$ cat config.mk
export PLATFORM = sky130hd
export DESIGN_NAME = keyplay_flat
export DESIGN_NICKNAME = d
export VERILOG_FILES = /design/src/rtl/keyplay_if.sv /design/src/rtl/keyplay.sv /design/src/flat_wrapper.sv
export SDC_FILE = /design/constraint.sdc
export NUM_CORES = 1
export LEC_CHECK = 0
export CORE_UTILIZATION = 57
export CTS_CLUSTER_DIAMETER = 80
export DETAILED_ROUTE_END_ITERATION = 16
export HOLD_SLACK_MARGIN = 0.05
export PLACE_DENSITY = 0.78
export SYNTH_ARGS = -nofsm -noshare
export SYNTH_HDL_FRONTEND = slang
export SYNTH_SLANG_ARGS = --single-unit
$ cat constraint.sdc
create_clock -name clk -period 2.3 [get_ports clk]
set_input_delay 0.23 -clock clk [delete_from_list [all_inputs] [get_ports clk]]
set_output_delay 0.23 -clock clk [all_outputs]
set_load 0.02 [all_outputs]
$ cat src/rtl/keyplay_if.sv
// keyplay_if: key strobe/code input and pad drive/status outputs of the playback driver.
interface keyplay_if #(parameter int DEPTH = 8);
  logic strobe;
  logic [4:0] code;
  logic [19:0] out;
  logic busy;
  logic full;
  logic [$clog2(DEPTH):0] level;
  logic err;
  modport master (output strobe, code, input out, busy, full, level, err);
  modport slave (input strobe, code, output out, busy, full, level, err);
endinterface

$ cat src/rtl/keyplay.sv
// keyplay: FIFO-buffered key playback as timed one-hot pad drive; KEYPLAY_ERR_EN adds the sticky err flag.
module keyplay #(
  parameter int ON_CYCLES = 50,
  parameter int OFF_CYCLES = 10,
  parameter int DEPTH = 8
) (
  input logic clk,
  input logic rst,
  keyplay_if.slave bus
);
  localparam int AW = $clog2(DEPTH);
  localparam int MAXC = ON_CYCLES > OFF_CYCLES ? ON_CYCLES : OFF_CYCLES;
  localparam int CW = MAXC > 1 ? $clog2(MAXC) : 1;
  typedef enum logic [1:0] {IDLE, ON, GAP} state_t;
  state_t state;
  logic [CW-1:0] cnt;
  logic [19:0] out;
  logic strobe_q;
  logic [AW:0] level;
  logic [AW-1:0] wptr, rptr;
  logic [4:0] mem [DEPTH];
  logic push_req, valid, full, push, pop;
  assign push_req = bus.strobe & ~strobe_q;
  assign valid = bus.code < 5'd20;
  assign full = level == (AW+1)'(DEPTH);
  // a full FIFO refuses pushes even when a pop frees a slot on the same edge
  assign push = push_req & valid & ~full;
  assign pop = state == IDLE && level != '0;
  assign bus.out = out;
  assign bus.full = full;
  assign bus.level = level;
  assign bus.busy = state != IDLE || level != '0;
  always_ff @(posedge clk) begin
    if (push) mem[wptr] <= bus.code;
  end
  always_ff @(posedge clk or posedge rst) begin
    if (rst) begin
      strobe_q <= 1'b0;
      wptr <= '0;
      rptr <= '0;
      level <= '0;
      state <= IDLE;
      cnt <= '0;
      out <= '0;
    end else begin
      strobe_q <= bus.strobe;
      if (push) wptr <= wptr + 1'b1;
      if (pop) rptr <= rptr + 1'b1;
      level <= level + (AW+1)'(push) - (AW+1)'(pop);
      case (state)
        IDLE: begin
          if (pop) begin
            out <= 20'(1) << mem[rptr];
            cnt <= CW'(ON_CYCLES - 1);
            state <= ON;
          end else out <= '0;
        end
        ON: begin
          if (cnt == '0) begin
            out <= '0;
            cnt <= CW'(OFF_CYCLES - 1);
            state <= GAP;
          end else cnt <= cnt - CW'(1);
        end
        GAP: begin
          if (cnt == '0) state <= IDLE;
          else cnt <= cnt - CW'(1);
        end
        default: state <= IDLE;
      endcase
    end
  end
`ifdef KEYPLAY_ERR_EN
  logic err_q;
  always_ff @(posedge clk or posedge rst) begin
    if (rst) err_q <= 1'b0;
    else err_q <= err_q | (push_req & (~valid | full));
  end
  assign bus.err = err_q;
`else
  assign bus.err = 1'b0;
`endif
endmodule
$ cat src/flat_wrapper.sv
// flat-port wrapper written by rule: the top's interface ports become plain ports
module keyplay_flat 
#(
  parameter int ON_CYCLES = 50,
  parameter int OFF_CYCLES = 10,
  parameter int DEPTH = 8
)
  (clk, rst, bus_strobe, bus_code, bus_out, bus_busy, bus_full, bus_level, bus_err);
  keyplay_if #(.DEPTH(DEPTH)) bus_i ();
  input logic clk;
  input logic rst;
  input wire logic [$bits(bus_i.strobe)-1:0] bus_strobe;
  input wire logic [$bits(bus_i.code)-1:0] bus_code;
  output wire logic [$bits(bus_i.out)-1:0] bus_out;
  output wire logic [$bits(bus_i.busy)-1:0] bus_busy;
  output wire logic [$bits(bus_i.full)-1:0] bus_full;
  output wire logic [$bits(bus_i.level)-1:0] bus_level;
  output wire logic [$bits(bus_i.err)-1:0] bus_err;
  assign bus_i.strobe = bus_strobe;
  assign bus_i.code = bus_code;
  assign bus_out = bus_i.out;
  assign bus_busy = bus_i.busy;
  assign bus_full = bus_i.full;
  assign bus_level = bus_i.level;
  assign bus_err = bus_i.err;
  keyplay #(.ON_CYCLES(ON_CYCLES), .OFF_CYCLES(OFF_CYCLES), .DEPTH(DEPTH)) u_core (.clk(clk), .rst(rst), .bus(bus_i));
endmodule
* Yosys cells after proc, flatten, opt, wreduce, memory -nomap -nowiden
Memories as Yosys holds them, arrays and structs flattened. Cells that the tools add are included.
Operators by class: $add $sub $neg 5, magnitude comparators 1, equality and inequality tests 7, shift-type cells 1, multiplexer cells 13, bitwise logic cells 5, reductions and logical operators 11
Operator list (number):
- $mux W20 | 2
- $pmux W20 S2 | 1
- $shl A1 B5 Y20 const A | 1
- $mux W6 | 3
- $pmux W6 S3 | 1
- $add A3 B1 Y3 const B | 2
- $logic_not A6 Y1 | 1
- $mux W2 | 3
- $ne A2 B1 Y1 const B | 3
- $pmux W2 S3 | 1
- $reduce_and A3 Y1 | 2
- $sub A6 B1 Y6 const B | 1
- $lt A5 B5 Y1 const B | 1
- $add A4 B1 Y4 | 1
- $eq A4 B4 Y1 const B | 1
- $reduce_bool A2 Y1 | 2
- $reduce_bool A4 Y1 | 1
- $sub A4 B1 Y4 | 1
- $and A1 B1 Y1 | 3
- $reduce_bool A3 Y1 | 1
- $eq A2 B1 Y1 const B | 1
- $eq A2 B2 Y1 const B | 1
- $logic_not A2 Y1 | 1
- $mux W1 | 2
- 5 further kinds | 6
Word-level totals: register bits 39, bits in writable memories 40, input bits 8, word-level logic and storage cells 51, memories 1
Memory list:
- u_core.mem | words 8, bits a word 5, read ports 1, clocked after Yosys merged registers in 0, wr ports 1, line keyplay.sv:21 | logic [4:0] mem [DEPTH];

* Longest topological paths before layout
Gate-level depths: netlist of run 1.
word-level depth 6, depth in mapped cells 11

* Least setup slack after synthesis of run 1
OpenSTA, ideal clock, no wires.
path type register to register, from reg u_core.level[2], in the netlist u_core.bus.level[2], to reg u_core.level[2], in the netlist u_core.bus.level[2], setup time 0.123 ns, arrival time 2.169 ns, data required time 2.177 ns, slack 0.009 ns, cell stages (with the launch flop) 12, period minus slack after synthesis 2.291 ns, cell sequence dfrtp_1 inv_1 ha_1 nor3b_1 nand2b_1 inv_1 ha_1 inv_1 ha_1 inv_1 fa_1 xnor2_1
Between the ends: elaborated cells on any way between the ends 7, those cells by class 2 x add/sub; 1 x eq/ne; 2 x bitwise; 2 x reduce/logical
RTL lines:
- start: declaration | line keyplay.sv:19 | logic [AW:0] level;
- start signal: assignment | line keyplay.sv:49 | level <= level + (AW+1)'(push) - (AW+1)'(pop);
- $reduce_bool A4 Y1 | line keyplay.sv:28 | assign pop = state == IDLE && level != '0;
- $logic_and A1 B1 Y1 | line keyplay.sv:28
- via u_core.pop | line keyplay.sv:22 | logic push_req, valid, full, push, pop;
- $sub A4 B1 Y4 | line keyplay.sv:49
The timed path passes the listed nets, and every way through them passes these cells. A chain may end at the register's enable or synchronous reset.

* Worst setup path in the final report of run 1
from reg u_core.level[2], in the netlist u_core.bus.level[2], to reg u_core.level[1], in the netlist u_core.bus.level[1]
The elaborated chain is that of the path after synthesis.

==> results.ini, run 1 <==
[outcome]
status=finished, final reports clean

[timing]
rsz0062_at_grt=no
fin_ws_ns=0.0898
timing.fmax_ghz=0.452
hold_slack_ns=0.306
tightestPinTransition_ns=0.790
setup_viol=0
clock_skew_ns=0.00950
period_needed_ns=2.21
setup_tns_ns=0
finalHoldViolations=0
post-route-period-util_pct=96.1
relSlewSlack_pct=46.8
finalMaxSlewViolations=0

[worst_hold_path]
hold_path.class=primary input to asynchronous set/reset pin

[synth]
synth-compound-area-share_pct=10.8
synth-edff-count=40
avgSynthCellArea_um2=14.3
synthMuxAreaShare_pct=9.25
synth_area_leaders=edfxtp_1 33%, dfrtp_1 27%, ha_1 5.2%, a22o_1 5.1%, mux4_1 5.1%
synth_nets=277
synth_top_family_by_area=compound AO/OA/AOI/OAI gates
synth.distinct_cells=53
ys_seq_area_share_pct=60.1
synth_fa_ha_area_share_pct=5.73
synth-simple-area-share_pct=8.94
yosysTopAreaCell=edfxtp_1
netlist_area_um2=3620
synth-xor-area-share_pct=1.21
yosys_warnings=0
syn_inst=253
synth_top_area_share_pct=33.1
yosys_register_bits=79
async_flop_share_pct=49.4
ys_dominant_reg_cell=edfxtp_1

[pwr]
p_int_mw=2.37
switching_power_mw=0.897
seqPwrFrac_pct=51.0
switching_share_pct=27.4
irDropWorstVdd_mv=0.609
power_leakage_nw=1.83
p_comb_share_pct=17.7
p_clk_share_pct=31.3
power_density_nw_per_um2=747

[setup_path]
required_ns=2.54
worstRegToRegCells=11
cp_top_family=adder cells
worst-setup-path-type=flop to flop
cp.arrival_ns=2.45
regToRegStartpoint=u_core.bus.level[2]$_DFF_PP0_
path_buf_inv=5
crit_fanout=3
r2r-end=u_core.bus.level[1]$_DFF_PP0_
crit_path_end_kind=flop
crit_top_cell=inv_1
path_cells=inv_1, ha_1, nor3b_2, nand2b_4, inv_2, ha_2, inv_1, ha_1, inv_1, fa_1, inv_1
slowest_stage=fa_1
start_kind=flop
max_stage_delay_ns=0.50
reg2reg_slack_ns=0.09

[cts]
cts_tree=yes
cts_made_buffers=9
cts.reportedPaths.clkPinSlew_ns=0.09
numClockSinks=79
postCtsHoldBufs=0
clock-root-buffer=clkbuf_8
cts_buffer_depth=2
h-tree-depth=3
clk_latency_ns=0.35

[layout]
finalNonFillerCells=392
final_cell_area_um2=4380
final_cell_mix=40 x edfxtp_1, 39 x dfrtp_1, 32 x clkdlybuf4s50_1
drive_gt1_share_pct=17.0
nets=336
n_antenna_cell=0
final_common_cell=edfxtp_1
area_growth_pct=20.8

[routing]
vias=2233
vias_per_cell=5.70
wl_per_cell_um=16.7
ant_nets=0
firstDrtPassIters=4
drcViolationCount=0
routed_wl_um=6540
drt_iter0_markers=138

[placement]
placed_area_um2=4140
dp.cells=375
dpl.hpwl_um=4650
port_buffers=33
dp_slack_ns=0.0682
gp_congestion=0.793

[global_routing]
grt_pass1_vias=2116
grt_usage_pct=21.5
grt_overflow=0
grt_max_degree=40
antenna_found_initial=0
grt_pass1_wl_um=10300

[floorplan]
core-area_um2=6030
fp-row-count=28
num_io_pins=35
die_w_um=81.7
dieArea_um2=6680
die_height_um=81.7
start_util_pct=60.2

[job]
max-cap-violations=0

-- worst reg2reg max path, cell delays in order, from the launching register on --
cell and delay (ns):
dfrtp_1 0.36, inv_1 0.09, ha_1 0.22, nor3b_2 0.15, nand2b_4 0.15, inv_2 0.07, ha_2 0.26, inv_1 0.05
ha_1 0.16, inv_1 0.06, fa_1 0.50, inv_1 0.04
-- synthesized netlist by cell type, drive strengths merged (2+ instances only) --
| cell type | instances |
|---|---|
| a211o | 2 |
| a21o | 2 |
| a21oi | 4 |
| a22o | 21 |
| a32o | 3 |
| and2b | 2 |
| buf | 6 |
| clkbuf | 2 |
| dfrtp | 39 |
| edfxtp | 40 |
| ha | 15 |
| inv | 18 |
| mux2 | 3 |
| mux2i | 7 |
| mux4 | 8 |
| nand2 | 17 |
| nand2b | 6 |
| nand3 | 3 |
| nand3b | 2 |
| nor2 | 14 |
| nor3 | 4 |
| nor3b | 3 |
| o21ai | 9 |
| xnor2 | 4 |
-- state kept, by name, indices dropped and copies added, names as in the netlist --
| name | count |
|---|---|
| u_core.state | 2 |
| u_core.cnt | 6 |
| u_core.bus.out | 20 |
| u_core.wptr | 3 |
| u_core.rptr | 3 |
| u_core.bus.level | 4 |
| u_core.strobe_q | 1 |
| u_core.mem | 40 |
-- repair_timing --
action                     4_1_cts  5_1_grt
resized for setup                1        6
setup endpoints to repair        1        4
buffers inserted                 0        1
-- power groups by stage --
stage               registers, mW  clock network [mW]  logic, mW
CTS                          1.66                1.04      0.553
global route                 1.68                1.10      0.635
floorplan                    1.73                   0      0.282
detailed placement           1.69                   0      0.539
finish                       1.67                1.02      0.579
global placement             1.68                   0      0.519
-- kinds of logic after synthesis --
| kind of cell | Yosys count |
|---|---|
| flip-flops | 79 |
| AND/OR/NAND/NOR | 57 |
| AO/OA/AOI/OAI | 51 |
| buffers and inverters | 26 |
| multiplexers | 18 |
| adder cells (fa/ha/maj) | 16 |
| XOR/XNOR | 5 |
| other | 1 |
-- stage by stage --
stage	power, mW	utilization (%)
after detailed placement	2.23	68.7
after floorplan	2.01	-
after global routing	3.41	72.7
final	3.27	72.7
after global placement	2.20	68.7
after CTS	3.25	72.1
-- worst max path at each step --
stage / to / slack [ns] / depth (start not counted) / start
finish: u_core.bus.level[1]$_DFF_PP0_ / 0.09 / 11 / u_core.bus.level[2]$_DFF_PP0_
global route: u_core.bus.level[2]$_DFF_PP0_ / 0.00003 / 11 / u_core.bus.level[2]$_DFF_PP0_
CTS: bus_busy / 0.03 / 5 / u_core.state[1]$_DFFE_PP0P_
detailed placement: u_core.bus.level[2]$_DFF_PP0_ / 0.07 / 11 / u_core.bus.level[2]$_DFF_PP0_
global placement: u_core.bus.level[2]$_DFF_PP0_ / 0.16 / 11 / u_core.bus.level[2]$_DFF_PP0_
floorplan: u_core.bus.level[2]$_DFF_PP0_ / 0.009 / 11 / u_core.bus.level[2]$_DFF_PP0_
-- layer usage --
layer  vias to the layer above  track usage, %  routed length [um]
met1                      1103            28.7                2990
met4                         0            8.77                 104
met5                         -               0                   0
li1                       1077               -                   -
met3                        11            4.33                 208
met2                        42            34.5                3240
-- area by class of cell --
cell class                 count  area, um2
sequential                    79       2180
fill                         397       1650
multi-input combinational    148       1340
timing repair buffer          56        505
clock buffer                  10        128
tap                           75       93.8
clock inverter                 6       70.1
inverter                      18       67.6
(Power assumes the default switching activity.)
==> run 2, diff against run 1 <==
Settings changed: CORE_UTILIZATION 57 to 63, DONT_BUFFER_PORTS set to 1, PLACE_DENSITY 0.78 to 0.77.
==> run 2 against run 1 <==
Effect of this change:
- first-iteration DRC count down 31%
- cell area down 7.0%
- maximum frequency down 0.49%
- critical endpoint is now u_core.bus.out[2]$_DFFE_PP0P_
- combinational power down 11%
- clock skew down 0.0016 ns
==> results.ini, run 2 (synthesized netlist as in run 1, its figures left out) <==
[routing]
ant_nets=0
drt_iter0_markers=95
firstDrtPassIters=4
wl_per_cell_um=18.4
vias_per_cell=6.07
vias=2197
routed_wl_um=6670
drcViolationCount=0

[setup_path]
crit_fanout=7
crit_path_end_kind=flop
start_kind=flop
worstRegToRegCells=5
path_cells=buf_4, mux4_1, or2b_1, o21ai_1, a22o_1
regToRegStartpoint=u_core.rptr[0]$_DFFE_PP0P_
r2r-end=u_core.bus.out[2]$_DFFE_PP0P_
required_ns=2.59
path_buf_inv=1
slowest_stage=mux4_1
cp.arrival_ns=2.51
cp_top_family=multiplexers
worst-setup-path-type=flop to flop
max_stage_delay_ns=0.63
reg2reg_slack_ns=0.08

[pwr]
p_comb_share_pct=16.5
irDropWorstVdd_mv=0.663
switching_share_pct=29.2
seqPwrFrac_pct=52.6
power_density_nw_per_um2=771
p_int_mw=2.22
p_total_mw=3.14
switching_power_mw=0.915
p_clk_share_pct=31.0
power_leakage_nw=1.73

[cts]
cts_setup_buffers=0
clock-root-buffer=clkbuf_8
clk_latency_ns=0.35
cts_buffer_depth=2
cts_tree=yes
cts_made_buffers=9
h-tree-depth=3
cts.reportedPaths.clkPinSlew_ns=0.09
numClockSinks=79

[floorplan]
dieArea_um2=6060
die_w_um=77.9
die_height_um=77.9
start_util_pct=65.4
core-area_um2=5540
fp-row-count=27
num_io_pins=35

[global_routing]
grt_usage_pct=24.6
grt_overflow=0
grt_pass1_wl_um=11000
grt_max_degree=22
grt_pass1_vias=2121
antenna_found_initial=0

[timing]
tightestPinTransition_ns=0.795
setup_tns_ns=0
period_needed_ns=2.22
clock_skew_ns=0.00794
fin_ws_ns=0.0789
rsz0062_at_grt=no
post-route-period-util_pct=96.6
finalMaxSlewViolations=0
timing.fmax_ghz=0.450
setup_viol=0
finalHoldViolations=0
relSlewSlack_pct=47.0

[job]
max-cap-violations=0

[layout]
n_antenna_cell=0
final_common_cell=edfxtp_1
drive_gt1_share_pct=17.2
reg_top3=u_core.mem x40, u_core.bus.out x20, u_core.cnt x6
area_growth_pct=12.4
final_cell_mix=40 x edfxtp_1, 39 x dfrtp_1, 21 x a22o_1, 21 x buf_4
fillers=365
largest_register_ffs=40
top_register=u_core.mem
nets=309

[outcome]
status=finished, final reports clean

[placement]
dpl.hpwl_um=4650
dp_slack_ns=0.116
port_buffers=0
gp_congestion=0.810

[worst_hold_path]
min_to=u_core.wptr[0]$_DFFE_PP0P_
hold_path.class=primary input to flop
hold_depth=3
hold_path.startpoint=bus_strobe

[run 2: final cells by class]
type / count / area [um2] / area share (%)
timing repair buffer: 29 / 248 / 6.08
clock buffer: 9 / 124 / 3.04
inverter: 18 / 67.6 / 1.66
tap: 72 / 90.1 / 2.21
multi-input combinational: 148 / 1310 / 32.1
clock inverter: 7 / 60.1 / 1.47
sequential: 79 / 2180 / 53.5
[run 2: through the flow]
step	std cells	utilization (%)	hold slack [ns]	area, um2
detailed placement	339	68.9	0.262	3820
CTS	362	73.5	0.134	4070
floorplan	253	-	0.261	3620
global placement	339	68.9	0.262	3820
global route	362	73.5	0.155	4070
finish	362	73.5	0.142	4070
[run 2: power by group through the flow]
stage	combinational, mW	clock, mW	sequential, mW
finish	0.516	0.972	1.65
global route	0.578	1.05	1.66
CTS	0.524	0.983	1.65
detailed placement	0.492	0	1.68
global placement	0.474	0	1.67
floorplan	0.282	0	1.73
[run 2: how the worst max path moves through the flow]
stage / from / to / slack (ns) / cells past startpoint
final: u_core.rptr[0]$_DFFE_PP0P_ / u_core.bus.out[2]$_DFFE_PP0P_ / 0.08 / 5
after global routing: u_core.rptr[0]$_DFFE_PP0P_ / u_core.bus.out[2]$_DFFE_PP0P_ / 0.0006 / 5
after CTS: u_core.bus.level[2]$_DFF_PP0_ / u_core.bus.level[2]$_DFF_PP0_ / 0.06 / 11
after detailed placement: u_core.bus.level[2]$_DFF_PP0_ / u_core.bus.level[2]$_DFF_PP0_ / 0.12 / 11
after global placement: u_core.bus.level[2]$_DFF_PP0_ / u_core.bus.level[2]$_DFF_PP0_ / 0.18 / 11
after floorplan: u_core.bus.level[2]$_DFF_PP0_ / u_core.bus.level[2]$_DFF_PP0_ / 0.009 / 11
[run 2: routing by layer]
layer,global-route usage (%),vias up,part of all wire [%]
met4,12.3,0,2.2
met1,33.3,1093,44
met3,6.24,14,5.3
met2,37.1,74,48
li1,-,1016,-
met5,0,-,0
[run 2: timing repair]
action / in CTS / in global routing
hold endpoints to repair: 59 / 0
hold buffers: 7 / 0
endpoints found under the setup margin: 0 / 1
resized for setup: 0 / 1
[run 2: worst register-to-register path: cells and delay by family, from the launching register on]
kind | cells | cell delay (ns)
muxes | 1 | 0.63
and+or+nand+nor | 1 | 0.25
buffers and inverters | 1 | 0.25
AOI/OAI and AO/OA | 2 | 0.52
DFF | 1 | 0.53
==> run 3, diff against run 2 <==
Settings changed: SKIP_CTS_REPAIR_TIMING set to 1.
==> run 3 against run 2 <==
Effect of this change:
- register-to-register slack improved by 0.02 ns
- critical path depth did not move
- largest power group unchanged
- cell count did not move
- routed wire length fell by 0.27%
==> results.ini, run 3 (synthesized netlist as in run 1, its figures left out) <==
[outcome]
status=finished, final reports clean

[layout]
final_cell_mix=40 x edfxtp_1, 39 x dfrtp_1, 21 x a22o_1, 21 x buf_4
finalNonFillerCells=362
n_antenna_cell=0
largest_register_ffs=40
area_growth_pct=12.4
nets=309
final_common_cell=edfxtp_1
drive_gt1_share_pct=17.2
top_register=u_core.mem
reg_top3=u_core.mem x40, u_core.bus.out x20, u_core.cnt x6

[global_routing]
grt_pass1_vias=2078
grt_pass1_wl_um=10900
grt_overflow=0
grt_max_degree=22
grt_usage_pct=24.4
antenna_found_initial=0

[routing]
drt_iter0_markers=106
firstDrtPassIters=4
vias=2206
ant_nets=0
drcViolationCount=0
vias_per_cell=6.09
wl_per_cell_um=18.4
routed_wl_um=6660

[timing]
relSlewSlack_pct=46.9
rsz0062_at_grt=no
finalHoldViolations=0
tightestPinTransition_ns=0.795
period_needed_ns=2.20
clock_skew_ns=0.00858
timing.fmax_ghz=0.454
setup_tns_ns=0
post-route-period-util_pct=95.9
setup_viol=0
finalMaxSlewViolations=0

[setup_path]
slowest_stage=mux4_1
path_cells=buf_4, mux4_1, or2b_1, o21ai_1, a22o_1
cp.arrival_ns=2.50
required_ns=2.60
crit_fanout=7
crit_path_end_kind=flop
worst-setup-path-type=flop to flop
start_kind=flop
max_stage_delay_ns=0.63

[placement]
dpl.hpwl_um=4650
gp_congestion=0.810
port_buffers=0
dp.cells=339

[floorplan]
dieArea_um2=6060
start_util_pct=65.4
die_w_um=77.9
num_io_pins=35
die_height_um=77.9
core-area_um2=5540
fp-row-count=27

[pwr]
p_int_mw=2.22
switching_share_pct=29.2
p_comb_share_pct=16.4
p_clk_share_pct=31.0
power_leakage_nw=1.73
irDropWorstVdd_mv=0.665
switching_power_mw=0.917
power_density_nw_per_um2=771
seqPwrFrac_pct=52.6

[job]
max-cap-violations=0

[cts]
cts_buffer_depth=2
cts_tree=yes
clock-root-buffer=clkbuf_8
numClockSinks=79
cts.reportedPaths.clkPinSlew_ns=0.08
cts_made_buffers=9
h-tree-depth=3
clk_latency_ns=0.36

[worst_hold_path]
hold_path.class=primary input to flop

run 3: final timing paths:
check / start / to / slack [ns] / cells after the start
max: u_core.rptr[0]$_DFFE_PP0P_ / u_core.bus.out[2]$_DFFE_PP0P_ / 0.1 / 5
min: bus_strobe / u_core.wptr[0]$_DFFE_PP0P_ / 0.13 / 3
max reg2reg: u_core.rptr[0]$_DFFE_PP0P_ / u_core.bus.out[2]$_DFFE_PP0P_ / 0.1 / 5
min reg2reg: u_core.wptr[0]$_DFFE_PP0P_ / u_core.wptr[0]$_DFFE_PP0P_ / 0.53 / 2
max in group asynchronous: rst / u_core.bus.out[14]$_DFFE_PP0P_ / 1.26 / 3
min in group asynchronous: rst / u_core.cnt[2]$_DFFE_PP0P_ / 0.46 / 2
run 3: critical path, delay by kind of cell (launching register included):
family / cells / cell delay (ns)
multiplexers: 1 / 0.63
flip-flops: 1 / 0.52
AO/OA/AOI/OAI: 2 / 0.50
AND/OR/NAND/NOR: 1 / 0.25
buffers and inverters: 1 / 0.24
run 3: metal layers:
layer / up-vias / GRT usage, % / wire [um]
li1: 1017 / - / -
met1: 1110 / 33.2 / 2980
met2: 68 / 36.4 / 3200
met3: 11 / 7.41 / 356
met4: 0 / 10.8 / 127
met5: - / 0 / 0
run 3: cell type report:
class                      instances  area, um2
timing repair buffer              29        248
clock inverter                     7       60.1
sequential                        79       2180
clock buffer                       9        124
multi-input combinational        148       1310
inverter                          18       67.6
fill                             367       1470
tap                               72       90.1
run 3: metrics by stage:
stage                     hold WS [ns]  power, mW  worst slack (ns)  instance area, um2  util, %
after floorplan                  0.261       2.01           0.00887                3620        -
after detailed placement         0.262       2.17             0.116                3820     68.9
final                            0.135       3.14            0.0952                4070     73.5
after CTS                       -0.110       3.14            0.0614                4000     72.2
after global placement           0.262       2.15             0.182                3820     68.9
after global routing             0.151       3.29          0.000587                4070     73.5
run 3: power groups by stage:
stage	sequential (mW)	clock [mW]	combinational [mW]
after CTS	1.65	0.983	0.506
after floorplan	1.73	0	0.282
final	1.65	0.973	0.516
after global placement	1.67	0	0.474
after global routing	1.66	1.05	0.577
after detailed placement	1.68	0	0.492
